==> config.mk <==
export PLATFORM = sky130hd
export DESIGN_NAME = lfsr_next
export DESIGN_NICKNAME = d
export VERILOG_FILES = /design/src/rtl/rng_stream_checker_pkg.sv /design/src/rtl/rng_stream_checker_lfsr_next.sv
export SDC_FILE = /design/constraint.sdc
export NUM_CORES = 1
export LEC_CHECK = 0
export CAP_MARGIN = 20
export CORE_MARGIN = 5
export CORE_UTILIZATION = 20
export DETAILED_ROUTE_END_ITERATION = 6
export GPL_TIMING_DRIVEN = 0
export MAX_ROUTING_LAYER = met4
export PLACE_DENSITY = 0.87
export SETUP_SLACK_MARGIN = 0.4
export SLEW_MARGIN = 5
export SYNTH_ARGS = -nofsm -noshare
export SYNTH_HDL_FRONTEND = slang
export SYNTH_SLANG_ARGS = --single-unit
==> constraint.sdc <==
create_clock -name vclk -period 1.5
set_input_delay 0.225 -clock vclk [all_inputs]
set_output_delay 0.225 -clock vclk [all_outputs]
set_load 0.01 [all_outputs]
==> src/rtl/rng_stream_checker_pkg.sv <==
// Constants, state encoding and reference recurrence shared by the RNG stream
// checker and by any generator model feeding it.
package rng_stream_checker_pkg;

  localparam int WIDTH = 60;
  localparam int R_1   = 59;
  localparam int R_2   = 58;

  localparam int LOCK_COUNT_DEFAULT = 8;
  localparam int LOSS_COUNT_DEFAULT = 4;
  localparam int CNT_W_DEFAULT      = 16;

  typedef enum logic [1:0] {
    ST_IDLE   = 2'b00,
    ST_SYNC   = 2'b01,
    ST_LOCKED = 2'b10,
    ST_RSVD   = 2'b11
  } state_e;

  // The all-zero word is a dead state for a pure XOR LFSR, so it escapes to 1.
  function automatic logic [WIDTH-1:0] lfsr_next_word(input logic [WIDTH-1:0] w);
    return {w[WIDTH-2:0], w[R_1] ^ w[R_2] ^ (w == '0)};
  endfunction

endpackage

==> src/rtl/rng_stream_checker_lfsr_next.sv <==
// Combinational one-step LFSR recurrence: shift left, feed back tap XOR,
// with the all-zero word escaping to 1.
module lfsr_next
  import rng_stream_checker_pkg::*;
#(
  parameter int WIDTH = rng_stream_checker_pkg::WIDTH,
  parameter int TAP_A = rng_stream_checker_pkg::R_1,
  parameter int TAP_B = rng_stream_checker_pkg::R_2
) (
  input  logic [WIDTH-1:0] word_i,
  output logic [WIDTH-1:0] next_o
);

  logic zero_escape;

  assign zero_escape = (word_i == '0);
  assign next_o      = {word_i[WIDTH-2:0], word_i[TAP_A] ^ word_i[TAP_B] ^ zero_escape};

endmodule

==> summary.md, run 1 <==
| Metric | Value |
|---|---|
| Post-synthesis net count | `144` |
| FP Rows | `20` |
| Wirelength per Cell | `13.8 µm` |
| Maximum VDD drop | `0.127 mV` |
| Int Pwr | `277 µW` |
| Post-synth top area share | `72.7%` |
| Clk network pwr share | `0%` |
| Share of total power in combinational logic | `100.0%` |
| Final Critical Period | `1.65 ns` |
| Initial drt markers | `9` |
| Final hold vios | `0` |
| Vias | `971` |
| Antenna violations before repair | `0` |
| Final Instance Area | `0.00183 mm²` |
| Routability congestion estimate | `0.747` |
| 1st-pass router iterations | `2` |
| CP arrival | `1.42 ns` |
| Switching part of the total | `38.9%` |
| Max-cap viol count | `0` |
| Mapped cell area | `609 µm²` |
| Most numerous cell in the Yosys netlist | `buf_4` |
| CLK BUF | `0` |
| Failing checks | `negative setup slack` |
| RSZ-0062 raised after global routing | `yes` |
| Max-slew violations | `0` |
| Drt drc | `0` |
| Sw Pwr | `177 µW` |
| Cells after synthesis | `83` |
| Worst EP required | `1.27 ns` |
| Multi-input logic area | `313 µm²` |
| Worst hold path type | `input pin to output port` |
| Overflow after GRT | `0` |
| GRT Util Overall | `14.2%` |
| Final WL | `3250 µm` |
| Largest net degree at the start of global routing | `3` |
| Vias per cell | `4.11` |
| Worst-path maximum fanout | `2` |
| Fraction of the cycle the final worst path needs | `110%` |
| Fmax | `608 MHz` |
| Share of cells above drive strength 1 | `57.6%` |
| Yosys top cell by area | `buf_4` |
| Final WS setup | `-0.145 ns` |
| Crit Path Category | `input pin to output port` |
| Placed Instance Area | `0.00189 mm²` |
| Non-filler cells, final | `236` |
| Area contributors post-synth | `buf_4 73%, nor4_1 13%, nand4_1 3.1%` |
| Synthesized area per cell | `7.34 µm²` |
| P_leak | `0.000912 µW` |
| FF+latch area | `0 µm²` |
| Startpoint types | `input pin` |
| Flip-flop and latch count | `0` |
| Register area share after synthesis | `0%` |
| Warnings, synthesis | `0` |
| DP Wirelength | `2890 µm` |
| Remaining antenna violation count | `0` |
| Core ar. | `0.00298 mm²` |
| Post-synth top cells | `59 x buf_4, 13 x nor4_1, 3 x nand4_1` |
| NumNets Final | `266` |
| ANT cells | `0` |
| First-pass GRT wire length | `4750 µm` |
| Die Wd | `65.2 µm` |
| Worst slew pin tran | `0.243 ns` |
| Status | `finished, violations left` |
| Synth-to-layout area growth | `200%` |
| Full die area | `0.00425 mm²` |
| Chip Height | `65.2 µm` |
| Relative slew slack | `83.6%` |
| Total of fill cells in the finished design | `314` |
| Post-CTS setup buffers | `0` |
| Buffers on Ports | `120` |
| Starting density of the core | `20.5%` |
| Cell Pwr Density | `249 mW/mm²` |
| Hold Worst Slack | `0.871 ns` |
| Cell variety after synth | `10` |
| Final Setup Violations | `1` |
| CP endpoint kind | `output port` |
| Sequential share of power | `0%` |
| Number of global-route vias before repair | `1053` |
| DP Cell Count | `236` |
| Fin Setup TNS | `-0.145 ns` |
| Boundary Pins | `120` |
-- repair_timing --
item	CTS	global route
endpoints found under the setup margin	60	6
resized for setup	240	29
pin swaps	21	17
hold buffers	0	0
-- cells by family (layout without fill, tap and decap cells) --
kind of cell,Yosys count,count (layout),synth area share [%]
xor gates and xnor gates,1,1,1.44
buffers and inverters,61,181,73.9
adders and majority gates,1,1,2.05
and+or+nand+nor,20,20,22.6
-- final timing paths --
check	start	to	slack, ns	cells past startpoint
setup / recovery	word_i[29]	next_o[0]	-0.15	6
hold / removal	word_i[58]	next_o[59]	0.87	3
-- power groups by stage --
stage | combinational, µW | sequential, µW | clock, µW
finish | 454 | 0 | 0
global route | 487 | 0 | 0
CTS | 460 | 0 | 0
detailed placement | 539 | 0 | 0
global placement | 531 | 0 | 0
floorplan | 179 | 0 | 0
-- cell type report --
cell class         count  share of cell area (%)
inverters              2                   0.685
repair buffers       120                    55.7
multi-input cells     22                    17.1
well taps             33                    2.26
plain buffers         59                    24.2
-- metal layers --
| metal | GRT usage [%] | vias to the layer above | share of wire [%] |
|---|---|---|---|
| li1 | - | 475 | - |
| met1 | 13.6 | 433 | 33 |
| met2 | 30.6 | 61 | 58 |
| met3 | 1.88 | 2 | 8.6 |
| met4 | 1.04 | 0 | 0.89 |
| met5 | - | - | 0 |
-- critical path: stages --
cell and delay (ns):
clkdlybuf4s15_1 0.18, nor4_1 0.28, nand4_1 0.15, nor4_2 0.27, xor2_1 0.17, buf_2 0.15
-- layout by cell type (no fill, tap or decap) --
cell,instances
buf_6,3
nor4_4,6
nor4b_4,1
clkdlybuf4s15_2,10
buf_4,59
nor4_1,1
nand4_1,3
clkdlybuf4s15_1,28
dlygate4sd2_1,52
clkbuf_2,13
nand3_1,1
nor4_2,7
inv_4,2
xor2_1,1
ha_4,1
buf_2,14
nor3_2,1
-- stage by stage --
step           setup slack (ns)  utilization, %  total power (µW)
2_1_floorplan             0.133               -               179
3_3_place_gp             -0.954            63.4               531
3_5_place_dp             -0.991            63.4               539
4_1_cts                  -0.190            62.6               460
5_1_grt                  -0.269            61.3               487
6_report                 -0.145            61.3               454
Power figures use the tool's default switching activity.
==> run 2: changes to the inputs <==
CORE_UTILIZATION = 22   (was 20)
PLACE_DENSITY = 0.95   (was 0.87)
SETUP_SLACK_MARGIN = 0.15   (was 0.4)
clock period = 2.05 ns   (was 1.5 ns; I/O delays follow)
==> summary.md, run 2 (synthesis gave the netlist of run 1 again) <==
| Metric | Value |
|---|---|
| Vias per cell | `4.14` |
| Startpoint types | `input pin` |
| Status | `completed` |
| Routability congestion estimate | `0.691` |
| Final Setup Violations | `0` |
| Flip-flop and latch count | `0` |
| DP Wirelength | `2840 µm` |
| Fin Setup TNS | `0 ns` |
| Final Instance Area | `0.00186 mm²` |
| Overflow after GRT | `0` |
| CP max-delay cell | `nor4_2` |
| Worst EP required | `1.74 ns` |
| Wirelength per Cell | `14.3 µm` |
| FP Rows | `19` |
| Crit-path most repeated cell | `nor4_2` |
| Met3 usage | `2.16%` |
| Share of cells above drive strength 1 | `48.5%` |
| Max-slew violations | `0` |
| Starting density of the core | `22.5%` |
| Crit Path Category | `input pin to output port` |
| Worst hold path type | `input pin to output port` |
| Maximum VDD drop | `0.133 mV` |
| Met2 usage | `33.7%` |
| Max-cap viol count | `0` |
| Tot Pwr | `367 µW` |
| Boundary Pins | `120` |
| NumNets Final | `267` |
| Final Critical Period | `1.85 ns` |
| P_leak | `0.000871 µW` |
| Chip Height | `62.6 µm` |
| Fraction of the cycle the final worst path needs | `90.3%` |
| First-pass GRT wire length | `4800 µm` |
| Relative slew slack | `82.8%` |
| FF+latch area | `0 µm²` |
| Initial drt markers | `13` |
| Commonest cells after routing, fill and taps aside | `60 x buf_4, 59 x clkdlybuf4s50_1, 23 x dlygate4sd2_1` |
| Worst slew pin tran | `0.256 ns` |
| Largest net degree at the start of global routing | `3` |
| Commonest non-fill, non-tap cell in the layout | `buf_4` |
| Placed Instance Area | `0.00185 mm²` |
| Full die area | `0.00392 mm²` |
| Total of fill cells in the finished design | `248` |
| CP arrival | `1.54 ns` |
| Fmax | `540 MHz` |
| GR peak layer | `met2` |
| Crit path cell chain | `clkdlybuf4s15_1 -> nor4_2 -> nand3_1 -> nor4_2 -> xor2_1 -> buf_2` |
| Die Wd | `62.6 µm` |
| Worst-path maximum fanout | `2` |
| Cell Pwr Density | `197 mW/mm²` |
| Buffers on Ports | `120` |
| Synth-to-layout area growth | `205%` |
| CP peak stage delay | `0.29 ns` |
| Vias | `974` |
| CLK BUF | `0` |
| Drt drc | `0` |
| GRT Util Overall | `15.4%` |
| Antenna violations before repair | `0` |
| Remaining antenna violation count | `0` |
| CP endpoint kind | `output port` |
| RSZ-0062 raised after global routing | `yes` |
| Met1 Usage GRT | `14.3%` |
| ANT cells | `0` |
| Core ar. | `0.00271 mm²` |
| Number of global-route vias before repair | `983` |
| Multi-input logic area | `274 µm²` |
| Final WL | `3360 µm` |
| Final hold vios | `0` |
| 1st-pass router iterations | `2` |
run 2: cell types whose count changed in the layout (fill, tap and decap cells not counted), moves of 4 or more:
cell / change
buf_2: -4
clkbuf_2: -4
clkdlybuf4s15_1: -14
clkdlybuf4s15_2: -9
clkdlybuf4s50_1: +59
dlygate4sd2_1: -29
nor4_2: +5
nor4_4: -4
run 2: power by group:
| part | internal, µW | switching, µW | leakage, µW |
|---|---|---|---|
| Clock | 0 | 0 | 0 |
| Combinational | 240 | 127 | 0.000871 |
| Sequential | 0 | 0 | 0 |
run 2: routing by layer:
| metal | wire (µm) | vias to the layer above | share of wire [%] |
|---|---|---|---|
| met3 | 268 | 0 | 8.0 |
| met4 | 0 | 0 | 0 |
| met2 | 2000 | 64 | 60 |
| li1 | - | 478 | - |
| met1 | 1090 | 432 | 32 |
| met5 | 0 | - | 0 |
run 2: final cells by class:
class / instances / share of cell area [%]
Timing Repair Buffer: 121 / 59.0
Buffer: 59 / 23.8
Multi-Input combinational cell: 22 / 14.7
Tap cell: 31 / 2.08
Inverter: 2 / 0.403
run 2: path summary, 6_finish.rpt:
kind       start         to  slack (ns)  depth (start not counted)
max   word_i[40]  next_o[0]        0.20                          6
min   word_i[59]  next_o[0]        1.07                          5
run 2: timing repair:
item	in CTS	in global routing
hold endpoints to repair	0	0
setup buffers	0	1
gates resized for setup	116	38
pin swaps	22	18
endpoints found under the setup margin	1	1
hold buffers	0	0
run 2: metrics by stage:
step | cells | util, % | worst slack (ns) | hold WS [ns]
2_1_floorplan | 83 | - | 0.449 | 0.707
3_3_place_gp | 234 | 68.2 | -0.593 | 1.62
3_5_place_dp | 234 | 68.2 | -0.595 | 1.63
4_1_cts | 234 | 68.1 | 0.151 | 1.19
5_1_grt | 235 | 68.7 | 0.0995 | 1.11
6_report | 235 | 68.7 | 0.199 | 1.07
run 2: critical path: cells and delay by family:
family | cells | cell delay [ns]
buf+inv | 2 | 0.36
xor+xnor | 1 | 0.16
simple gates | 3 | 0.71
